[src/rtl/prefetch.sv]
// prefetch: writer end of the instruction-byte FIFO.
// Fetches 16-bit words at CS:IP over the memory bus, splits them into bytes
// (low byte first) and pushes one byte per cycle into the FIFO. A
// load_new_ip strobe flushes the FIFO and restarts fetching at new_cs:new_ip.
// A bus cycle already in flight is always completed before the restart.
//
// Ports:
//   clk, reset_n               core clock, async active-low reset
//   load_new_ip, new_cs/new_ip flush + restart strobe and target address
//   fifo_wr_en/fifo_wr_data    byte write into the FIFO
//   fifo_full                  FIFO back-pressure
//   fifo_reset                 one-cycle FIFO flush pulse
//   mem_access/mem_ack         bus request / completion handshake
//   mem_address                word address (physical[19:1])
//   mem_data                   read word, [7:0] even byte, [15:8] odd byte
module prefetch (
  input  logic        clk,
  input  logic        reset_n,
  input  logic        load_new_ip,
  input  logic [15:0] new_cs,
  input  logic [15:0] new_ip,
  output logic        fifo_wr_en,
  output logic [7:0]  fifo_wr_data,
  input  logic        fifo_full,
  output logic        fifo_reset,
  output logic        mem_access,
  input  logic        mem_ack,
  output logic [18:0] mem_address,
  input  logic [15:0] mem_data
);

  typedef enum logic {FETCH, PUSH} state_t;

  state_t      state, state_d;
  logic [15:0] cs, cs_d;
  logic [15:0] fetch_ip, ip_d;
  logic [15:0] hold, hold_d;
  logic        valid_lo, lo_d;
  logic        valid_hi, hi_d;
  logic        abort, abort_d;
  logic        access_d;
  logic [18:0] addr_d;
  logic [18:0] word_addr;

  // physical[19:1] == cs*8 + ip[15:1] (mod 2^19): the segment base is even,
  // so ip[0] never carries into the word address.
  assign word_addr = {cs, 3'b000} + {4'b0000, fetch_ip[15:1]};

  assign fifo_wr_en   = (state == PUSH) & (valid_lo | valid_hi) & ~fifo_full & ~load_new_ip;
  assign fifo_wr_data = valid_lo ? hold[7:0] : hold[15:8];
  // Qualified with reset so every output sits at its idle value while in reset.
  assign fifo_reset   = load_new_ip & reset_n;

  always_comb begin
    state_d  = state;
    cs_d     = cs;
    ip_d     = fetch_ip;
    hold_d   = hold;
    lo_d     = valid_lo;
    hi_d     = valid_hi;
    abort_d  = abort;
    access_d = mem_access;
    addr_d   = mem_address;

    if (load_new_ip) begin
      cs_d    = new_cs;
      ip_d    = new_ip;
      hold_d  = 16'h0000;
      lo_d    = 1'b0;
      hi_d    = 1'b0;
      state_d = FETCH;
      if (mem_access && !mem_ack) begin
        // Bus cycle cannot be cancelled: keep request and old address,
        // throw the data away when it arrives.
        abort_d = 1'b1;
      end else begin
        abort_d  = 1'b0;
        access_d = 1'b0;
      end
    end else begin
      case (state)
        FETCH: begin
          if (abort) begin
            if (mem_ack) begin
              abort_d  = 1'b0;
              access_d = 1'b0;
            end
          end else if (!mem_access) begin
            access_d = 1'b1;
            addr_d   = word_addr;
          end else if (mem_ack) begin
            hold_d   = mem_data;
            hi_d     = 1'b1;
            lo_d     = ~fetch_ip[0];   // odd IP: low byte precedes IP
            ip_d     = fetch_ip + (fetch_ip[0] ? 16'd1 : 16'd2);
            access_d = 1'b0;
            state_d  = PUSH;
          end
        end
        PUSH: begin
          if (fifo_wr_en) begin
            if (valid_lo) begin
              lo_d = 1'b0;
              if (!valid_hi) state_d = FETCH;
            end else begin
              hi_d    = 1'b0;
              state_d = FETCH;
            end
          end else if (!valid_lo && !valid_hi) begin
            state_d = FETCH;
          end
        end
        default: state_d = FETCH;
      endcase
    end
  end

  always_ff @(posedge clk or negedge reset_n) begin
    if (!reset_n) begin
      state       <= FETCH;
      cs          <= 16'hFFFF;
      fetch_ip    <= 16'h0000;
      hold        <= 16'h0000;
      valid_lo    <= 1'b0;
      valid_hi    <= 1'b0;
      abort       <= 1'b0;
      mem_access  <= 1'b0;
      mem_address <= 19'h7FFF8;
    end else begin
      state       <= state_d;
      cs          <= cs_d;
      fetch_ip    <= ip_d;
      hold        <= hold_d;
      valid_lo    <= lo_d;
      valid_hi    <= hi_d;
      abort       <= abort_d;
      mem_access  <= access_d;
      mem_address <= addr_d;
    end
  end

endmodule

[config.mk]
export PLATFORM = sky130hd
export DESIGN_NAME = prefetch
export DESIGN_NICKNAME = d
export VERILOG_FILES = /design/src/rtl/prefetch.sv
export SDC_FILE = /design/constraint.sdc
export NUM_CORES = 1
export LEC_CHECK = 0
export ABC_AREA = 1
export CORE_MARGIN = 5
export CORE_UTILIZATION = 39
export CTS_CLUSTER_DIAMETER = 200
export CTS_CLUSTER_SIZE = 14
export DETAILED_ROUTE_END_ITERATION = 8
export SLEW_MARGIN = 15
export SYNTH_ARGS = -nofsm -noshare
export SYNTH_HDL_FRONTEND = slang
export SYNTH_SLANG_ARGS = --single-unit
[constraint.sdc]
create_clock -name clk -period 2.5 [get_ports clk]
set_clock_uncertainty 0.1 [all_clocks]
set_input_delay 0.5 -clock clk [delete_from_list [all_inputs] [get_ports clk]]
set_output_delay 0.5 -clock clk [all_outputs]
set_load 0.05 [all_outputs]
# == Word level (Yosys, flattened, before mapping) ==
# Index checks and enable logic that the tools add are counted.
# totals
reg_bits,72
latch_bits,0
ram_bits,0
rom_bits,0
out_inout_bits,30
word_cells,88
memories,0
# classes
n_addsub,2
multipliers,0
div,0
order_cmp,0
n_eq_ne,9
n_shift,0
mux,45
n_bitwise,11
reduce_logical,12
# op_table
op,count
16-bit 2-to-1 mux,10
1-bit 2-to-1 mux,30
19-bit by 15-bit adder with 19-bit output,1
"3-bit inequality test, second input constant",6
16-bit by 2-bit adder with 16-bit output,1
4-bit AND reduction,3
8-bit 2-to-1 mux,1
"2-bit inequality test, second input constant",3
1-bit NOT,6
1-bit one-hot mux with 2 select lines,3
5-bit AND reduction,1
1-bit AND,4
2-bit nonzero test,2
1-bit logical NOT,3
3-bit AND reduction,1
1-bit logical AND,2
2-bit 2-to-1 mux,1
1-bit OR,1

# == Depth between registers and ports, before layout ==
# Gate-level depths: netlist of run 1.
# logic_depth
word_depth,7
mapped_depth,11
mapped_depth_nobuf,11

# == Worst setup path after synthesis of run 1 ==
# OpenSTA, ideal clock, no wires.
# synth_path
path_kind,in2out
startpoint,input load_new_ip
endpoint,output fifo_wr_en
t_arrival_ns,2.409
required_ns,1.900
path_slack_ns,-0.509
stages,3
path_cell_list,buf_4 > clkbuf_1 > nor4_1
# synth_via
elab_chain_cells,2
# synth_lines
item,line_no,rtl
start: declaration,19,"input logic load_new_ip,"
1-bit NOT (no line),-,
1-bit AND,49,assign fifo_wr_en = (state == PUSH) & (valid_lo | valid_hi) & ~fifo_full & ~load_new_ip;
end: declaration,22,"output logic fifo_wr_en,"
# No other way between the ends.

# == Worst setup path after layout of run 1 ==
# layout_path
startpoint,register valid_lo
endpoint,output fifo_wr_en
# layout_via
elab_chain_cells,4
# layout_lines
item,line_no,rtl
start: declaration,38,"logic valid_lo, lo_d;"
start signal: assignment,134,valid_lo <= lo_d;
1-bit OR,49,
1-bit AND (3 in series),49,
# No other way between the ends.

==> flow_summary.ini, run 1 <==
[grt]
grt_pass1_wl_mm = 18.03
antenna_found_initial = 0
first_global_vias = 3723
met3_usage = 0.03647
grt_use_met2 = 0.2627
overflow = 0
grt_max_degree = 73
grt.total_usage = 0.1724
use_met1 = 0.2459
grt.busiest_layer = met2

[clocking]
cts_max_level = 3
post-cts-setup-buffer-count = 0
clock_latency_ns = 0.36
cts_sinks = 72
numCtsBuffers = 9
clockBufferDepth = 2
clkTransAtPathRegs_ns = 0.08
clockRootBuffer = clkbuf_8
cts-resized-gates = 0
hold_buffers = 0
tritoncts = done

[die]
initial_core_util = 0.3940
die_h_um = 114.2
core_um2 = 10750
ioPinCount = 83
die_w_um = 114.2
dieArea_um2 = 13040
rows = 38

[timing]
relSlewSlack = 0.3899
worst_slew_pin_slew_ns = 0.9142
drv_slew = 0
rsz0062_at_grt = false
period_share = 0.9256
finalSetupViolations = 0
hold_viol = 0
clock.fmax_mhz = 432.1
min_period_ns = 2.314
setup_tns_ns = 0
holdWs_ns = 0.1317

[setup_path]
path_cells = nor2_1, nor4_2, buf_12
critPathKind = reg2out
cp.arrival_ns = 1.71
path_buf_inv = 1
crit_family = flip-flops
end_kind = output port
critPathMaxFanout = 20
crit_start = valid_lo$_DFFE_PN0P_
critPathMaxStageDelay_ns = 0.73
cp.required_ns = 1.90
reg2reg_from = fetch_ip[4]$_DFFE_PN0P_
cp_slowest_cell = dfrtp_1
cp-start-kind = register

[finish]
n_fill_cell = 1098
layout_commonest_cell = nand2_1
layoutNonFillerInstCount = 795
area_growth_pct = 27.84
layout_common_cells = nand2_1 (197), clkdlybuf4s50_1 (71), inv_1 (64)
final_area_um2 = 5413
num-nets-final = 718
antenna_cells = 0
drive_above_1_share = 0.1389

[worst_hold_path]
hp-class = in2async

[synth]
syn_nets = 635
netlist.area_leader.share = 0.2364
async_flop_share = 1.000
synth.avg_cell_area_um2 = 7.467
synth_largest_area_cell = dfrtp_1
synth_area_um2 = 4234
syn_inst = 567
synthFlopType = dfrtp_1
synth_edf_count = 0
ys_ff_latch = 72
yosys_warnings = 0
ys_types = 37
synth_area_leaders = dfrtp_1 (24%), dfstp_2 (20%), nand2_1 (17%)
synth_seq_area_share = 0.4350

[power_and_ir_drop]
pwr-share-clk = 0.206
switching_share = 0.4087
power_density_nw_per_um2 = 807.4
vdd_drop_max_mv = 0.4467
pwr-share-comb = 0.414
switchingPower_w = 0.001786
power_leakage_nw = 2.556
p_int_w = 0.002584
seqPwrFrac = 0.379

[placed_design]
dp_cells = 779
dpl.hpwl_mm = 8.034
gp_congestion = 0.8619
placed_area_um2 = 5225
port_buffers = 82

[route]
vias = 3884
routed_wl_mm = 10.74
dr.pass1.iters = 5
wire_per_inst_um = 13.50
drtAntennaViolNets = 0
vias_per_cell = 4.886
drt_iter0_drc = 193
drcViolationCount = 0

[run_status]
status = complete, no violations

[run]
maxCapViolCount = 0
==> sequential cells by signal, indices dropped and copies added, names as in the netlist <==
| register | count |
|---|---|
| abort | 1 |
| cs | 16 |
| fetch_ip | 16 |
| hold | 16 |
| mem_access | 1 |
| mem_address | 19 |
| state | 1 |
| valid_hi | 1 |
| valid_lo | 1 |
==> final cells by class <==
type                    count  area, µm²  area share
clock buffers              10      127.6     0.02358
clock inverters             6      60.06     0.01110
inverters                  67      251.5     0.04646
multi-input cells         409       2048      0.3784
flip-flops and latches     72       1842      0.3403
well taps                 140      175.2     0.03236
repair buffers             91      908.4      0.1678
==> metal layers <==
layer,vias to the layer above,part of all wire
met4,0,0.012
li1,1971,-
met5,-,0
met1,1808,0.49
met3,12,0.052
met2,93,0.45
==> cell usage after synthesis (5+ instances only) <==
master	count
a21oi_1	11
a32o_1	8
buf_2	10
clkbuf_1	6
dfrtp_1	40
dfstp_2	32
ha_1	14
inv_1	64
nand2_1	197
nand3_1	36
nand4_1	6
nor2_1	44
o21ai_0	39
o21ai_1	6
o22ai_1	5
xnor2_1	5
==> per-stage QoR <==
step | setup slack [ns] | power (W) | util
2_1_floorplan | 0.03398 | 0.002899 | -
3_3_place_gp | 0.1071 | 0.003479 | 0.4863
3_5_place_dp | 0.06205 | 0.003501 | 0.4863
4_1_cts | 0.1774 | 0.004421 | 0.5037
5_1_grt | 0.06395 | 0.004657 | 0.5037
6_report | 0.1860 | 0.004370 | 0.5037
==> power by group through the flow <==
stage	combinational [W]	clock (W)	sequential, W
6_report	0.00181	0.000901	0.00166
5_1_grt	0.00198	0.000978	0.00170
4_1_cts	0.00183	0.000932	0.00166
3_5_place_dp	0.00182	0	0.00168
3_3_place_gp	0.00181	0	0.00167
2_1_floorplan	0.000746	0	0.00215
==> final timing paths <==
check / end / slack (ns) / depth (start not counted)
setup / recovery: fifo_wr_en / 0.19 / 3
hold / removal: valid_lo$_DFFE_PN0P_ / 0.13 / 2
setup reg to reg: mem_address[11]$_DFFE_PN1P_ / 0.47 / 10
hold reg to reg: mem_address[12]$_DFFE_PN1P_ / 0.37 / 2
max in group asynchronous: cs[9]$_DFFE_PN1P_ / 1.85 / 2
min in group clk: mem_address[12]$_DFFE_PN1P_ / 0.37 / 2
==> cells by family (layout without fill, tap and decap cells) <==
family	Yosys count	count (layout)	synth area share
buffers and inverters	86	174	0.08274
adder cells (fa/ha/maj)	16	16	0.04846
AO/OA/AOI/OAI	76	76	0.1052
AND/OR/NAND/NOR	309	309	0.3121
flip-flops	72	72	0.4350
XOR/XNOR	8	8	0.01655
No activity file was read; power rests on OpenSTA's default activity.
==> run 2, diff against run 1 <==
--- a/config.mk
+++ b/config.mk
@@ -6,7 +6,7 @@
 export NUM_CORES = 1
 export LEC_CHECK = 0
 export ABC_AREA = 1
-export CORE_MARGIN = 5
+export CORE_MARGIN = 2
 export CORE_UTILIZATION = 39
 export CTS_CLUSTER_DIAMETER = 200
 export CTS_CLUSTER_SIZE = 14
==> flow_summary.ini, run 2 (synthesis results as in run 1) <==
[die]
rows = 38
die_h_um = 108.2
core_um2 = 10700
initial_core_util = 0.3958
ioPinCount = 83
dieArea_um2 = 11710
die_w_um = 108.2

[timing]
clock.fmax_mhz = 430.3
rsz0062_at_grt = false
min_period_ns = 2.324
hold_viol = 0
setup_slack_ns = 0.1761
drv_slew = 0
finalSetupViolations = 0
relSlewSlack = 0.3942
setup_tns_ns = 0
period_share = 0.9296
worst_slew_pin_slew_ns = 0.9078

[finish]
antenna_cells = 0
area_growth_pct = 28.37
largest_reg_flops = 19
largest-register = mem_address
layout_commonest_cell = nand2_1
layout_common_cells = nand2_1 (197), clkdlybuf4s50_1 (71), inv_1 (64)
num-nets-final = 720
drive_above_1_share = 0.1431
final_area_um2 = 5435

[setup_path]
end_kind = output port
critPathMaxStageDelay_ns = 0.56
critPathKind = in2out
cp-start-kind = input port
path_cells = clkdlybuf4s50_1, nor4_2, buf_12
reg2reg_from = fetch_ip[4]$_DFFE_PN0P_
cp.required_ns = 1.90
critPathMaxFanout = 7
cp.arrival_ns = 1.72
cp_slowest_cell = clkdlybuf4s50_1
path_buf_inv = 2
crit_start = load_new_ip
crit_family = buffers and inverters

[route]
dr.pass1.iters = 4
wire_per_inst_um = 13.13
routed_wl_mm = 10.46
vias_per_cell = 4.877
drtAntennaViolNets = 0
drcViolationCount = 0
vias = 3887
drt_iter0_drc = 158

[clocking]
clock_latency_ns = 0.35
post-cts-setup-buffer-count = 0
clockRootBuffer = clkbuf_8
cts_max_level = 3
cts-resized-gates = 0
clkTransAtPathRegs_ns = 0.08
numCtsBuffers = 9
clockBufferDepth = 2
hold_buffers = 0
tritoncts = done
cts_sinks = 72

[placed_design]
gp_congestion = 0.8427
placed_area_um2 = 5215
pre_cts_ws_ns = 0.08931
dpl.hpwl_mm = 7.856
port_buffers = 82

[grt]
grt_pass1_wl_mm = 17.35
grt_max_degree = 73
antenna_found_initial = 0
overflow = 0
first_global_vias = 3592
grt.total_usage = 0.1902

[power_and_ir_drop]
power_leakage_nw = 2.562
vdd_drop_max_mv = 0.6291
power_w = 0.004495
power_density_nw_per_um2 = 827.1

[run_status]
status = complete, no violations

[run]
maxCapViolCount = 0

[worst_hold_path]
hp-class = in2async
[run 2: final cells by class]
type,count,area [µm²]
repair buffers,93,898.4
clock inverters,7,95.09
clock buffers,9,123.9
well taps,140,175.2
fillers,1051,5263
flip-flops and latches,72,1843
inverters,67,251.5
multi-input cells,409,2048
[run 2: metrics by stage]
step                hold WS (ns)  std cells  utilization
global route              0.3820        797       0.5081
detailed placement        0.3561        781       0.4875
global placement          0.3573        781       0.4875
finish                    0.3224        797       0.5081
CTS                       0.3514        797       0.5080
floorplan                 0.1044        567            -
[run 2: worst paths after layout]
kind,end,slack [ns],cells past startpoint
worst max-delay path,fifo_wr_en,0.18,3
worst min-delay path,fetch_ip[9]$_DFFE_PN0P_,0.32,2
worst max register to register,mem_address[11]$_DFFE_PN1P_,0.47,10
worst min register to register,mem_address[14]$_DFFE_PN1P_,0.37,2
max in group asynchronous,valid_lo$_DFFE_PN0P_,1.34,2
min in group clk,mem_address[14]$_DFFE_PN1P_,0.37,2
[run 2: power by group]
group	switching [W]	internal, W	leakage, nW	total [W]
sequential	0.000172	0.00149	0.844	0.00166
combinational	0.00117	0.000641	1.62	0.00181
clock	0.000465	0.000561	0.0995	0.00103
total	0.00181	0.00269	2.56	0.00450
[run 2: routing by layer]
metal,wire (µm),vias up,GRT usage
li1,-,1993,-
met1,5237,1792,0.2798
met2,4702,97,0.2830
met3,452,5,0.04039
met4,71,0,0.05220
met5,0,-,0
==> run 3, diff against run 2 <==
--- a/config.mk
+++ b/config.mk
@@ -6,11 +6,13 @@
 export NUM_CORES = 1
 export LEC_CHECK = 0
 export ABC_AREA = 1
+export CORE_ASPECT_RATIO = 0.6
 export CORE_MARGIN = 2
 export CORE_UTILIZATION = 39
 export CTS_CLUSTER_DIAMETER = 200
 export CTS_CLUSTER_SIZE = 14
 export DETAILED_ROUTE_END_ITERATION = 8
+export DONT_BUFFER_PORTS = 1
 export SLEW_MARGIN = 15
 export SYNTH_ARGS = -nofsm -noshare
 export SYNTH_HDL_FRONTEND = slang
==> flow_summary.ini, run 3 (synthesis results as in run 1) <==
[finish]
largest-register = mem_address
area_growth_pct = 12.88
drive_above_1_share = 0.1500
antenna_cells = 0
num-nets-final = 643
layout_common_cells = nand2_1 (197), inv_1 (64), nor2_1 (44)
largest_reg_flops = 19
layout_commonest_cell = nand2_1

[route]
drcViolationCount = 0
vias_per_cell = 5.113
dr.pass1.iters = 5
routed_wl_mm = 11.15
drtAntennaViolNets = 0
vias = 3676
drt_iter0_drc = 343
wire_per_inst_um = 15.51

[die]
ioPinCount = 83
dieArea_um2 = 11730
die_w_um = 138.5
rows = 29
core_um2 = 10560
initial_core_util = 0.4010
die_h_um = 84.71

[clocking]
cts_max_level = 3
clockRootBuffer = clkbuf_16
tritoncts = done
clkTransAtPathRegs_ns = 0.06
clockBufferDepth = 2
cts_sinks = 72
cts-resized-gates = 0
numCtsBuffers = 9
clock_latency_ns = 0.33

[timing]
setup_slack_ns = 0.2840
setup_tns_ns = 0
min_period_ns = 2.216
drv_slew = 0
period_share = 0.8864
clock.fmax_mhz = 451.3
finalSetupViolations = 0
relSlewSlack = 0.5467
rsz0062_at_grt = false
hold_viol = 0
worst_slew_pin_slew_ns = 0.6792

[setup_path]
end_kind = output port
critPathKind = reg2out
critPathMaxFanout = 20
path_cells = nor2_1, nor4_2, buf_4
r2r_setup_slack_ns = 0.50
path_buf_inv = 1
critPathMaxStageDelay_ns = 0.74
cp.arrival_ns = 1.62
cp.required_ns = 1.90
reg2reg_from = fetch_ip[4]$_DFFE_PN0P_
crit_family = flip-flops
crit-reg2reg-capture = mem_address[9]$_DFFE_PN1P_
cp_slowest_cell = dfrtp_1
cp-start-kind = register
reg2reg_depth = 9

[power_and_ir_drop]
power_density_nw_per_um2 = 956.7
power_leakage_nw = 2.323
vdd_drop_max_mv = 0.6223

[run]
maxCapViolCount = 0

[placed_design]
gp_congestion = 0.8645
pre_cts_ws_ns = 0.5062
port_buffers = 0
dpl.hpwl_mm = 8.091

[worst_hold_path]
hp-class = in2reg
hold_depth = 2
min_from = new_cs[11]
holdPathEnd = cs[11]$_DFFE_PN1P_

[grt]
first_global_vias = 3409
grt_max_degree = 73
grt.total_usage = 0.1971
antenna_found_initial = 0
overflow = 0
grt_pass1_wl_mm = 18.11

[run_status]
status = complete, no violations
==> run 3: how the worst max path moves through the flow <==
stage	from	end	cells past startpoint	slack [ns]
floorplan	valid_lo$_DFFE_PN0P_	fifo_wr_data[6]	3	0.03
global placement	fetch_ip[4]$_DFFE_PN0P_	mem_address[9]$_DFFE_PN1P_	9	0.56
global route	valid_lo$_DFFE_PN0P_	fifo_wr_en	3	0.16
finish	valid_lo$_DFFE_PN0P_	fifo_wr_en	3	0.28
CTS	valid_lo$_DFFE_PN0P_	fifo_wr_en	3	0.27
detailed placement	mem_ack	valid_hi$_DFFE_PN0P_	7	0.51
==> run 3: what timing repair did <==
| item | in CTS | in global routing |
|---|---|---|
| hold buffers | 2 | 0 |
| buffers inserted | 0 | 0 |
| endpoints found under the setup margin | 0 | 0 |
| hold endpoints to repair | 72 | 0 |
==> run 3: power by group <==
group	switching (W)	internal [W]	leakage, nW
clock network	0.000503	0.000895	0.158
logic	0.000629	0.000344	1.32
registers	0.000693	0.00151	0.845
==> run 3: stage by stage <==
| step | area [µm²] | hold slack, ns | instances | util | power, W |
|---|---|---|---|---|---|
| 2_1_floorplan | 4240 | 0.1044 | 567 | - | 0.002899 |
| 3_3_place_gp | 4420 | 0.1080 | 701 | 0.4187 | 0.003131 |
| 3_5_place_dp | 4420 | 0.1084 | 701 | 0.4187 | 0.003156 |
| 4_1_cts | 4780 | 0.1319 | 719 | 0.4527 | 0.004610 |
| 5_1_grt | 4780 | 0.1389 | 719 | 0.4527 | 0.004827 |
| 6_report | 4780 | 0.1513 | 719 | 0.4527 | 0.004573 |
==> run 3: area by class of cell <==
class | count | area (µm²)
fillers | 1035 | 5779
clock buffers | 10 | 239.0
well taps | 139 | 173.9
clock inverters | 6 | 82.58
inverters | 67 | 251.5
multi-input cells | 409 | 2048
flip-flops and latches | 72 | 1842
repair buffers | 16 | 142.6
==> run 3: routing by layer <==
metal  track usage  part of all wire  vias to the layer above
li1              -                 -                     1834
met1        0.2828              0.50                     1722
met2        0.2651              0.39                      112
met3       0.09298              0.10                        8
met4       0.05009            0.0099                        0
met5             0                 0                        -
